File: src/rtl/fetch_prefetch_unit.sv
// Instruction-fetch front end: sequential fetch over a req/gnt/rvalid memory,
// a credit-guarded prefetch queue, and a first-word-fall-through decode port.
module fetch_prefetch_unit #(
  parameter int                ADDR_W   = 16,
  parameter int                INSTR_W  = 16,
  parameter int                DEPTH    = 4,
  parameter int                PC_INC   = 2,
  parameter logic [ADDR_W-1:0] RESET_PC = '0
) (
  input  logic               clk,
  input  logic               rst,
  input  logic               halt,
  input  logic               redirect,
  input  logic [ADDR_W-1:0]  redirect_pc,
  output logic               mem_req,
  output logic [ADDR_W-1:0]  mem_addr,
  input  logic               mem_gnt,
  input  logic               mem_rvalid,
  input  logic [INSTR_W-1:0] mem_rdata,
  output logic               instr_valid,
  output logic [INSTR_W-1:0] instr,
  output logic [ADDR_W-1:0]  instr_pc,
  input  logic               instr_ready,
  output logic [ADDR_W-1:0]  fetch_pc
);

  localparam int PTR_W = $clog2(DEPTH);
  localparam int CNT_W = PTR_W + 1;
  localparam logic [CNT_W-1:0]  DEPTH_C = CNT_W'(DEPTH);
  localparam logic [ADDR_W-1:0] PC_STEP = ADDR_W'(PC_INC);

  typedef enum logic [1:0] {IDLE, REQ, WAIT, DROP} state_t;

  state_t state;

  logic [INSTR_W-1:0] q_instr [DEPTH];
  logic [ADDR_W-1:0]  q_pc    [DEPTH];
  logic [PTR_W-1:0]   rd_ptr;
  logic [PTR_W-1:0]   wr_ptr;
  logic [CNT_W-1:0]   count;
  logic [CNT_W-1:0]   count_next;
  logic               push;
  logic               pop;

  // mem_addr still holds the granted address while in WAIT, so it doubles as
  // the PC tag of the returning instruction.
  assign push        = (state == WAIT) && mem_rvalid && !redirect;
  assign instr_valid = (count != '0);
  assign pop         = instr_valid && instr_ready && !redirect;
  assign count_next  = count + CNT_W'(push) - CNT_W'(pop);

  assign instr    = instr_valid ? q_instr[rd_ptr] : '0;
  assign instr_pc = instr_valid ? q_pc[rd_ptr]    : '0;

  // Fetch FSM. The occupancy after this cycle's push/pop is what the next
  // request must fit into, since that request reserves one queue slot.
  always_ff @(posedge clk) begin
    // NOTE: sequential state uses non-blocking assignments so every register
    // samples the pre-edge values, independent of statement order.
    if (rst) begin
      state    <= IDLE;
      fetch_pc <= RESET_PC;
      mem_req  <= 1'b0;
      mem_addr <= '0;
    end else if (redirect) begin
      fetch_pc <= redirect_pc;
      mem_req  <= 1'b0;
      unique case (state)
        REQ:     state <= mem_gnt ? DROP : IDLE;
        WAIT:    state <= mem_rvalid ? IDLE : DROP;
        default: state <= IDLE;
      endcase
    end else begin
      unique case (state)
        IDLE: begin
          if (!halt && (count < DEPTH_C)) begin
            state    <= REQ;
            mem_req  <= 1'b1;
            mem_addr <= fetch_pc;
          end
        end
        REQ: begin
          if (mem_gnt) begin
            state    <= WAIT;
            mem_req  <= 1'b0;
            fetch_pc <= fetch_pc + PC_STEP;
          end
        end
        WAIT: begin
          if (mem_rvalid) begin
            if (!halt && (count_next < DEPTH_C)) begin
              state    <= REQ;
              mem_req  <= 1'b1;
              mem_addr <= fetch_pc;
            end else begin
              state <= IDLE;
            end
          end
        end
        DROP: begin
          if (mem_rvalid) state <= IDLE;
        end
        default: state <= IDLE;
      endcase
    end
  end

  always_ff @(posedge clk) begin
    if (rst || redirect) begin
      rd_ptr <= '0;
      wr_ptr <= '0;
      count  <= '0;
    end else begin
      if (push) wr_ptr <= wr_ptr + PTR_W'(1);
      if (pop)  rd_ptr <= rd_ptr + PTR_W'(1);
      count <= count_next;
    end
  end

  // NOTE: queue storage has no reset; validity comes from count alone and the
  // decode outputs are forced to zero while the queue is empty.
  always_ff @(posedge clk) begin
    if (push) begin
      q_instr[wr_ptr] <= mem_rdata;
      q_pc[wr_ptr]    <= mem_addr;
    end
  end

  // A push into a full queue without a same-cycle pop would mean the credit
  // reservation was broken.
  property p_no_overflow;
    @(posedge clk) disable iff (rst) push |-> ((count < DEPTH_C) || pop);
  endproperty
  assert property (p_no_overflow);

endmodule

File: config.mk
export PLATFORM = sky130hd
export DESIGN_NAME = fetch_prefetch_unit
export DESIGN_NICKNAME = d
export VERILOG_FILES = /design/src/rtl/fetch_prefetch_unit.sv
export SDC_FILE = /design/constraint.sdc
export NUM_CORES = 1
export LEC_CHECK = 0
export CAP_MARGIN = 0
export CORE_MARGIN = 4
export CORE_UTILIZATION = 54
export DETAILED_ROUTE_END_ITERATION = 16
export PLACE_DENSITY_LB_ADDON = 0.08
export SLEW_MARGIN = 20
export SYNTH_ARGS = -nofsm -noshare
export SYNTH_HDL_FRONTEND = slang
export SYNTH_SLANG_ARGS = --single-unit
export TNS_END_PERCENT = 30
File: constraint.sdc
create_clock -name clk -period 4.8 [get_ports clk]
set_clock_uncertainty 0.2 [all_clocks]
set_input_delay 0.96 -clock clk [delete_from_list [all_inputs] [get_ports clk]]
set_output_delay 0.96 -clock clk [all_outputs]
set_load 0.01 [all_outputs]
==> run metrics, run 1 <==
worst-path cell chain=clkdlybuf4s50_1, nand2_1, nor2_1, inv_1, ha_1, inv_1, ha_1, fa_1, xnor2_1, mux2i_1, a211oi_4, mux2i_1; Longest Clk Path Bufs=2; critical path type=in2reg; antenna fix cells=0; Slew @ Worst Pin=1.02 ns; GRT Total Usage=19.4%; GRT overflow=0; WL/cell=18.1 um; num ports=105; final setup fails=0; Worst-Skew Late Latency=0.42 ns; initial antenna violation count=0; Total Power=0.00318 W; Post-DP HPWL=8540 um; Post-Syn Nets=508; gpl congestion=0.818; CP arrival=4.42 ns; root buf cell=clkbuf_16; CTS Hold Bufs=0; vias in the first global route=4262; Hold Fails Final Rpt=0; Die Ht=123 um; delay-heaviest family, CP=compound AO/OA/AOI/OAI gates; Synth Flop Type=edfxtp_1; final worst path period share=89.1%; CP Capture Type=flip-flop; post-CTS sizing=0; most frequent cells in the layout=edfxtp_1, clkdlybuf4s50_1, dfxtp_1; Core Box Area=12800 um^2; CTS sink count=172; initial DRC count=230; Max-Cap Viols=0; cells after synthesis=457; largest net degree at the start of global routing=53; status=finished clean; DRC=0; CTS tree=done; Post-Place Worst Slack=0.0724 ns; commonest non-fill, non-tap cell in the layout=edfxtp_1; Worst setup SP type=input port; FMAX=234 MHz; final WL=13500 um; Buf/Inv on CP=3; post-CTS setup buffers=0; #FFs+latches synth=172; Std-Cell Rows=41; Final Max Slew Viols=0; min-delay worst type=reg2reg; crit path from=mem_rvalid; routed via count=4032; Synth Warn #=0; Leakage=2.93 nW; data required time of the worst path=4.94 ns; share of cells above drive strength 1=14.1%; Clock transition at path regs=0.06 ns; fin crit period=4.28 ns; Port Buffer Count=104; worst setup margin=0.522 ns; Routed Antenna Nets=0; CTS H-tree depth=4; Final nets=614; area grow syn2layout=24.9%; crit-path max FO=16; Slew headroom=31.7%; Netlist cell types=45; Avg Synthesized Cell Area=15.7 um^2; first-pass GRT wire length=22100 um; asr flop ratio synth=0%; Crit-path slowest cell=a211oi_4; CTS Buf Count=17; Via density=5.39; TritonRoute pass-1 iters=4; pwr/cell area=356 nW/um^2; post-synthesis sequential area ratio=66.0%; die area=15200 um^2; r2r startpoint=state[0]$_SDFFE_PP0P_; Worst IR Drop VDD=0.000281 V; DIE WIDTH=123 um; Min-Delay Startpoint=mem_req$_SDFFE_PP0P_; Cell Area, Synth=7160 um^2; Critical Path Max Stage Delay=0.89 ns; Fin Setup TNS=0 ns; Initial Utilization=56.0%; EDFF count, synth=128; unrepaired setup endpoints after global routing=false
-- cell usage after synthesis (all sizes together) (2+ instances only) --
cell	instances	area, um^2
edfxtp	128	3840
dfxtp	44	881
nand2b	35	219
mux4	32	721
nor2b	32	200
nor2	23	93.8
mux2i	18	180
clkbuf	16	60.1
inv	13	48.8
nand2	13	48.8
a211oi	12	103
ha	11	138
xnor2	10	87.6
and2	7	43.8
a21oi	6	30.0
buf	6	38.8
nand3	6	30.0
a311oi	5	43.8
nand4	5	52.6
o21ai	4	20.0
xor2	4	35.0
and3	3	18.8
nor3	3	15.0
o21bai	3	22.5
or3	3	23.8
a31o	2	17.5
nor3b	2	15.0
-- area by class of cell --
class	count	area (um^2)
inverter	13	48.8
fill	854	3840
clock inverter	7	87.6
timing repair buffer	109	1080
tap	172	215
clock buffer	25	485
multi-input combinational	250	2290
sequential	172	4730
-- routing by layer --
layer  global-route usage [%]  wire [um]
met1                     25.8       5850
met2                     31.6       6730
met3                     4.89        737
met4                     6.64        203
met5                        0          0
-- power by group --
| part | internal, W | switching [W] | leakage [nW] |
|---|---|---|---|
| Combinational | 0.000114 | 0.0000933 | 1.10 |
| Clock | 0.000804 | 0.000516 | 0.281 |
| Sequential | 0.00162 | 0.0000314 | 1.55 |
-- path summary, 6_finish.rpt --
path,end,slack [ns],cells after the start
max reg2reg,mem_addr[12]$_SDFFE_PP0P_,0.85,13
min,mem_req$_SDFFE_PP0P_,0.30,2
max,mem_addr[12]$_SDFFE_PP0P_,0.52,12
min reg2reg,mem_req$_SDFFE_PP0P_,0.30,2
-- registers in the layout (all words and copies together) (netlist names), named ones only --
signal    cells
q_instr      64
q_pc         64
fetch_pc     16
mem_addr     16
count         3
rd_ptr        2
state         2
wr_ptr        2
mem_req       1
-- per-stage QoR --
stage          instance area (um^2)  utilization [%]  instances  hold slack, ns
2_1_floorplan                  7160                -        457           0.276
6_report                       8940             70.0        748           0.299
3_3_place_gp                   8360             65.5        716           0.267
4_1_cts                        8940             70.0        748           0.292
3_5_place_dp                   8360             65.5        716           0.281
5_1_grt                        8940             70.0        748           0.330
-- cells by family (layout without fill, tap and decap cells) --
group / after synthesis / after routing / share of synthesized area (%)
AND/OR/NAND/NOR: 138 / 138 / 11.4
XOR/XNOR: 15 / 15 / 2.10
flip-flops: 172 / 172 / 66.0
buffers and inverters: 35 / 154 / 2.06
adder cells (fa/ha/maj): 12 / 12 / 2.20
multiplexers: 50 / 50 / 12.6
AO/OA/AOI/OAI: 35 / 35 / 3.64
-- worst min-delay path, stage by stage, from the launching register on --
cell and delay, ns:
dfxtp_1 0.33, nand2_1 0.07, o21bai_1 0.06
Note: power is estimated with default switching activity, not from simulation.
==> run 2, diff against run 1 <==
CORE_UTILIZATION = 40   (was 54)
==> run 2 against run 1 <==
Final cell count grew 7.2%. Sequential share of layout area decreased by 0.48 points. Global-route usage is 4.7 points lower. Count of clock-buffer cells in the layout down 8. Flip-flop and latch count unchanged. Maximum frequency rose by 3.5%. Sequential power is essentially flat. Die area grew 33%. Via count decreased by 0.94%.
==> run metrics, run 2 (synthesis gave the netlist of run 1 again) <==
status=finished clean (unchanged); commonest non-fill, non-tap cell in the layout=edfxtp_1 (unchanged); TritonRoute pass-1 iters=4 (unchanged); initial DRC count=135 (was 230); antenna fix cells=0 (unchanged); Initial Utilization=41.1% (was 56.0%); Sequential Area=4730 um^2 (unchanged); Clock transition at path regs=0.06 ns (about the same); unrepaired setup endpoints after global routing=false (unchanged); final setup fails=0 (unchanged); vias in the first global route=4197 (was 4262); Hold Fails Final Rpt=0 (unchanged); Fin Setup TNS=0 ns (unchanged); CTS tree=done (unchanged); num ports=105 (unchanged); FMAX=242 MHz (was 234 MHz); GRT Total Usage=14.8% (was 19.4%); CTS H-tree depth=4 (unchanged); WHS Endpoint=mem_req$_SDFFE_PP0P_ (unchanged); final cell count without fillers=802 (was 748); Worst setup SP type=input port (unchanged); CTS Hold Bufs=0 (unchanged); Post-DP HPWL=8990 um (was 8540 um); critical path type=in2reg (unchanged); crit path from=mem_rvalid (unchanged); worst-path cell chain=clkdlybuf4s50_1, nand2_1, nor2_1, inv_1, ha_1, inv_1, ha_1, fa_1, xnor2_1, mux2i_1, a211oi_4, mux2i_1 (unchanged); pwr/cell area=355 nW/um^2 (was 356 nW/um^2); die area=20100 um^2 (was 15200 um^2); routed via count=3994 (was 4032); root buf cell=clkbuf_16 (unchanged); Leakage=2.93 nW (about the same); Slew headroom=30.2% (was 31.7%); Std-Cell Rows=48 (was 41); Critical Path Max Stage Delay=0.91 ns (was 0.89 ns); post-CTS setup buffers=0 (unchanged); initial antenna violation count=0 (unchanged); Worst IR Drop VDD=0.000254 V (was 0.000281 V); reg-to-reg critical path endpoint=mem_addr[7]$_SDFFE_PP0P_ (was mem_addr[12]$_SDFFE_PP0P_); gpl congestion=0.739 (was 0.818); Min-Delay Startpoint=mem_req$_SDFFE_PP0P_ (unchanged); hold path depth=2 (unchanged); share of cells above drive strength 1=14.2% (was 14.1%); min-delay worst type=reg2reg (unchanged); most frequent cells in the layout=edfxtp_1, clkdlybuf4s50_1, dfxtp_1 (unchanged); placed insts=770 (was 716); largest net degree at the start of global routing=53 (unchanged); top layer in use=met4 (unchanged); DRC=0 (unchanged); final WL=14100 um (was 13500 um); CP Capture Type=flip-flop (unchanged); Routed met3 length=673 um (was 737 um); DIE WIDTH=142 um (was 123 um); Port Buffer Count=104 (unchanged); Final Max Slew Viols=0 (unchanged); data required time of the worst path=4.95 ns (was 4.94 ns); CP arrival=4.28 ns (was 4.42 ns); Routed Antenna Nets=0 (unchanged); Die Ht=142 um (was 123 um); fin crit period=4.13 ns (was 4.28 ns); Worst-Skew Late Latency=0.42 ns (about the same); Total Power=0.00320 W (was 0.00318 W); met1 WL=6640 um (was 5850 um); WL/cell=17.6 um (was 18.1 um); Core Box Area=17400 um^2 (was 12800 um^2); Fill cells=1492 (was 854); Slew @ Worst Pin=1.04 ns (was 1.02 ns); Longest Clk Path Bufs=2 (unchanged); CTS sink count=172 (unchanged); GRT overflow=0 (unchanged); multi-input combinational cell area=2290 um^2 (unchanged); post-CTS sizing=0 (unchanged); r2r startpoint=state[0]$_SDFFE_PP0P_ (unchanged); first-pass GRT wire length=22700 um (was 22100 um); Crit-path slowest cell=a211oi_4 (unchanged); Top Registers=q_instr x64, q_pc x64 (unchanged); reg2reg setup slack=0.97 ns (was 0.85 ns); Max-Cap Viols=0 (unchanged); crit-path max FO=16 (unchanged); final worst path period share=86.1% (was 89.1%); CTS Buf Count=17 (unchanged); Via density=4.98 (was 5.39); Final Hold Slack=0.284 ns (was 0.299 ns); R2R depth=13 (unchanged); Final nets=615 (was 614); met2 wire length=6550 um (was 6730 um); area grow syn2layout=26.0% (was 24.9%)
[run 2: layout make-up]
cell class	count	share of cell area [%]
repair buffers	110	12.0
well taps	225	3.12
flip-flops and latches	172	52.4
clock inverters	15	1.72
clock buffers	17	4.72
inverters	13	0.541
multi-input cells	250	25.4
[run 2: worst max path at each step]
stage | cells after the start | slack, ns | to
floorplan | 12 | 1.04 | mem_addr[0]$_SDFFE_PP0P_
global placement | 12 | 0.26 | mem_addr[10]$_SDFFE_PP0P_
detailed placement | 12 | 0.17 | mem_addr[7]$_SDFFE_PP0P_
CTS | 12 | 0.61 | mem_addr[7]$_SDFFE_PP0P_
global route | 12 | 0.38 | mem_addr[6]$_SDFFE_PP0P_
finish | 12 | 0.67 | mem_addr[7]$_SDFFE_PP0P_
[run 2: metal layers]
layer  GRT usage [%]  up-vias
li1                -     1929
met2            23.1       92
met4            5.30        0
met5               0        -
met3            4.15       19
met1            19.8     1954
[run 2: metrics by stage]
stage / utilization, % / setup slack, ns / instance area, um^2
final: 51.8 / 0.666 / 9020
after global routing: 51.8 / 0.382 / 9020
after CTS: 51.8 / 0.614 / 9020
after detailed placement: 48.4 / 0.172 / 8440
after global placement: 48.4 / 0.262 / 8440
after floorplan: - / 1.04 / 7160
[run 2: power by group]
group,internal [W],switching [W],leakage [nW]
clock network,0.000806,0.000532,0.276
logic,0.000115,0.0000942,1.11
registers,0.00162,0.0000319,1.55
total,0.00254,0.000658,2.93
[run 2: worst max-delay path, delay by kind of cell]
kind | cells | cell delay [ns]
AO/OA/AOI/OAI | 1 | 0.91
XOR/XNOR | 1 | 0.22
multiplexers | 2 | 0.43
buffers and inverters | 3 | 0.63
adder cells (fa/ha/maj) | 3 | 0.87
AND/OR/NAND/NOR | 2 | 0.26
==> run 3, diff against run 2 <==
CORE_ASPECT_RATIO = 1.5   (was not set)
CORE_UTILIZATION = 50   (was 40)
==> run 3 against run 2 <==
Critical path depth did not move. Maximum frequency fell by 2.6%. Clock power fell by 4%. Largest power group unchanged.
==> run metrics, run 3 (synthesis gave the netlist of run 1 again) <==
GRT Total Usage=18.0% (was 14.8%); Final nets=615 (unchanged); Internal Power=0.00245 W (was 0.00254 W); most frequent cells in the layout=edfxtp_1, clkdlybuf4s50_1, dfxtp_1 (unchanged); CTS H-tree depth=4 (unchanged); Slew headroom=30.7% (was 30.2%); FMAX=236 MHz (was 242 MHz); area grow syn2layout=25.1% (was 26.0%); Via density=5.26 (was 4.98); Worst-Skew Late Latency=0.41 ns (was 0.42 ns); Die Ht=155 um (was 142 um); Clk pwr share=40.7% (was 41.8%); Final Util=63.7% (was 51.8%); Net Sw Frac=21.8% (was 20.6%); placed insts=737 (was 770); crit-path max FO=16 (unchanged); final WL=13800 um (was 14100 um); CTS Buf Count=17 (unchanged); CP Capture Type=flip-flop (unchanged); r2r startpoint=state[0]$_SDFFE_PP0P_ (unchanged); pwr/cell area=351 nW/um^2 (was 355 nW/um^2); Max-Cap Viols=0 (unchanged); final worst path period share=88.4% (was 86.1%); largest net degree at the start of global routing=53 (unchanged); final setup fails=0 (unchanged); DIE WIDTH=106 um (was 142 um); Fill cells=1117 (was 1492); CTS sink count=172 (unchanged); worst-path cell chain=clkdlybuf4s50_1, nand2_1, nor2_1, inv_1, ha_1, inv_1, ha_1, fa_1, xnor2_1, mux2i_1, a211oi_4, mux2i_1 (unchanged); Core Box Area=14100 um^2 (was 17400 um^2); gpl congestion=0.804 (was 0.739); Longest Clk Path Bufs=2 (unchanged); Crit-path slowest cell=a211oi_4 (unchanged); Slew @ Worst Pin=1.04 ns (about the same); Min-Delay Startpoint=mem_req$_SDFFE_PP0P_ (unchanged); CTS Hold Bufs=0 (unchanged); Routed Antenna Nets=0 (unchanged); post-CTS sizing=0 (unchanged); data required time of the worst path=4.93 ns (was 4.95 ns); Leakage=2.92 nW (was 2.93 nW); first-pass GRT wire length=22800 um (was 22700 um); fin crit period=4.24 ns (was 4.13 ns); status=finished clean (unchanged); Port Buffer Count=104 (unchanged); unrepaired setup endpoints after global routing=false (unchanged); CTS tree=done (unchanged); Seq pwr share=52.6% (was 51.7%); Sequential Area=4730 um^2 (unchanged); Initial Utilization=50.9% (was 41.1%); Worst setup SP type=input port (unchanged); routed via count=4042 (was 3994); initial DRC count=163 (was 135); root buf cell=clkbuf_16 (unchanged); Fin Setup TNS=0 ns (unchanged); Post-DP HPWL=8890 um (was 8990 um); critical path type=in2reg (unchanged); Clock transition at path regs=0.06 ns (about the same); share of cells above drive strength 1=14.7% (was 14.2%); antenna fix cells=0 (unchanged); Hold Fails Final Rpt=0 (unchanged); Critical Path Max Stage Delay=0.91 ns (about the same); P_sw=0.000685 W (was 0.000658 W); TritonRoute pass-1 iters=4 (unchanged); WL/cell=18.0 um (was 17.6 um); multi-input combinational cell area=2290 um^2 (unchanged); die area=16300 um^2 (was 20100 um^2); post-CTS setup buffers=0 (unchanged); crit path from=mem_rvalid (unchanged); final cell count without fillers=769 (was 802); Final Max Slew Viols=0 (unchanged); CP arrival=4.37 ns (was 4.28 ns); Worst IR Drop VDD=0.000211 V (was 0.000254 V); commonest non-fill, non-tap cell in the layout=edfxtp_1 (unchanged); vias in the first global route=4348 (was 4197); min-delay worst type=reg2reg (unchanged); Std-Cell Rows=53 (was 48); initial antenna violation count=0 (unchanged); GRT overflow=0 (unchanged); DRC=0 (unchanged); Top Registers=q_instr x64, q_pc x64 (unchanged); num ports=105 (unchanged); Comb power frac=6.7% (was 6.5%)
-- run 3: cell count changes in the layout (fill, tap and decap cells not counted) --
cell	delta
clkbuf_1	+2
clkinv_4	+3
bufinv_16	-2
clkinv_1	-5
inv_6	+2
-- run 3: layout make-up --
| type | count | area share [%] |
|---|---|---|
| flip-flops and latches | 172 | 52.8 |
| multi-input cells | 250 | 25.6 |
| repair buffers | 110 | 12.1 |
| clock buffers | 19 | 4.84 |
| well taps | 192 | 2.68 |
| clock inverters | 13 | 1.34 |
| inverters | 13 | 0.545 |
-- run 3: power groups by stage --
stage	combinational (W)	sequential (W)	clock [W]
after floorplan	0.000105	0.00168	0
after global placement	0.000207	0.00168	0
after detailed placement	0.000212	0.00168	0
after CTS	0.000213	0.00165	0.00130
after global routing	0.000230	0.00166	0.00137
final	0.000209	0.00165	0.00128
-- run 3: worst max-delay path, delay by kind of cell --
kind	cells	cell delay, ns
compound gates	1	0.91
xor+xnor	1	0.23
fa+ha+maj	3	0.87
buf+inv	3	0.63
mux	2	0.49
simple gates	2	0.26
-- run 3: stage by stage --
stage	worst slack (ns)	power (W)	hold WS (ns)	cell area, um^2
3_5_place_dp	0.163	0.00189	0.259	8400
4_1_cts	0.540	0.00317	0.278	8950
2_1_floorplan	1.04	0.00179	0.276	7160
5_1_grt	0.363	0.00326	0.301	8950
3_3_place_gp	0.258	0.00189	0.257	8400
6_report	0.558	0.00314	0.275	8950
-- run 3: final timing paths --
kind                                    end  slack, ns  cells past startpoint
hold reg to reg        mem_req$_SDFFE_PP0P_       0.28                      2
setup reg to reg  mem_addr[13]$_SDFFE_PP0P_       0.90                     13
hold / removal         mem_req$_SDFFE_PP0P_       0.28                      2
setup / recovery  mem_addr[13]$_SDFFE_PP0P_       0.56                     12
-- run 3: layer usage --
layer  global-route usage (%)  vias to the layer above  routed length, um
li1                         -                     1930                  -
met1                     22.3                     2008               5680
met2                     30.9                       95               7340
met3                     4.63                        9                620
met4                     5.86                        0                157
met5                        0                        -                  0
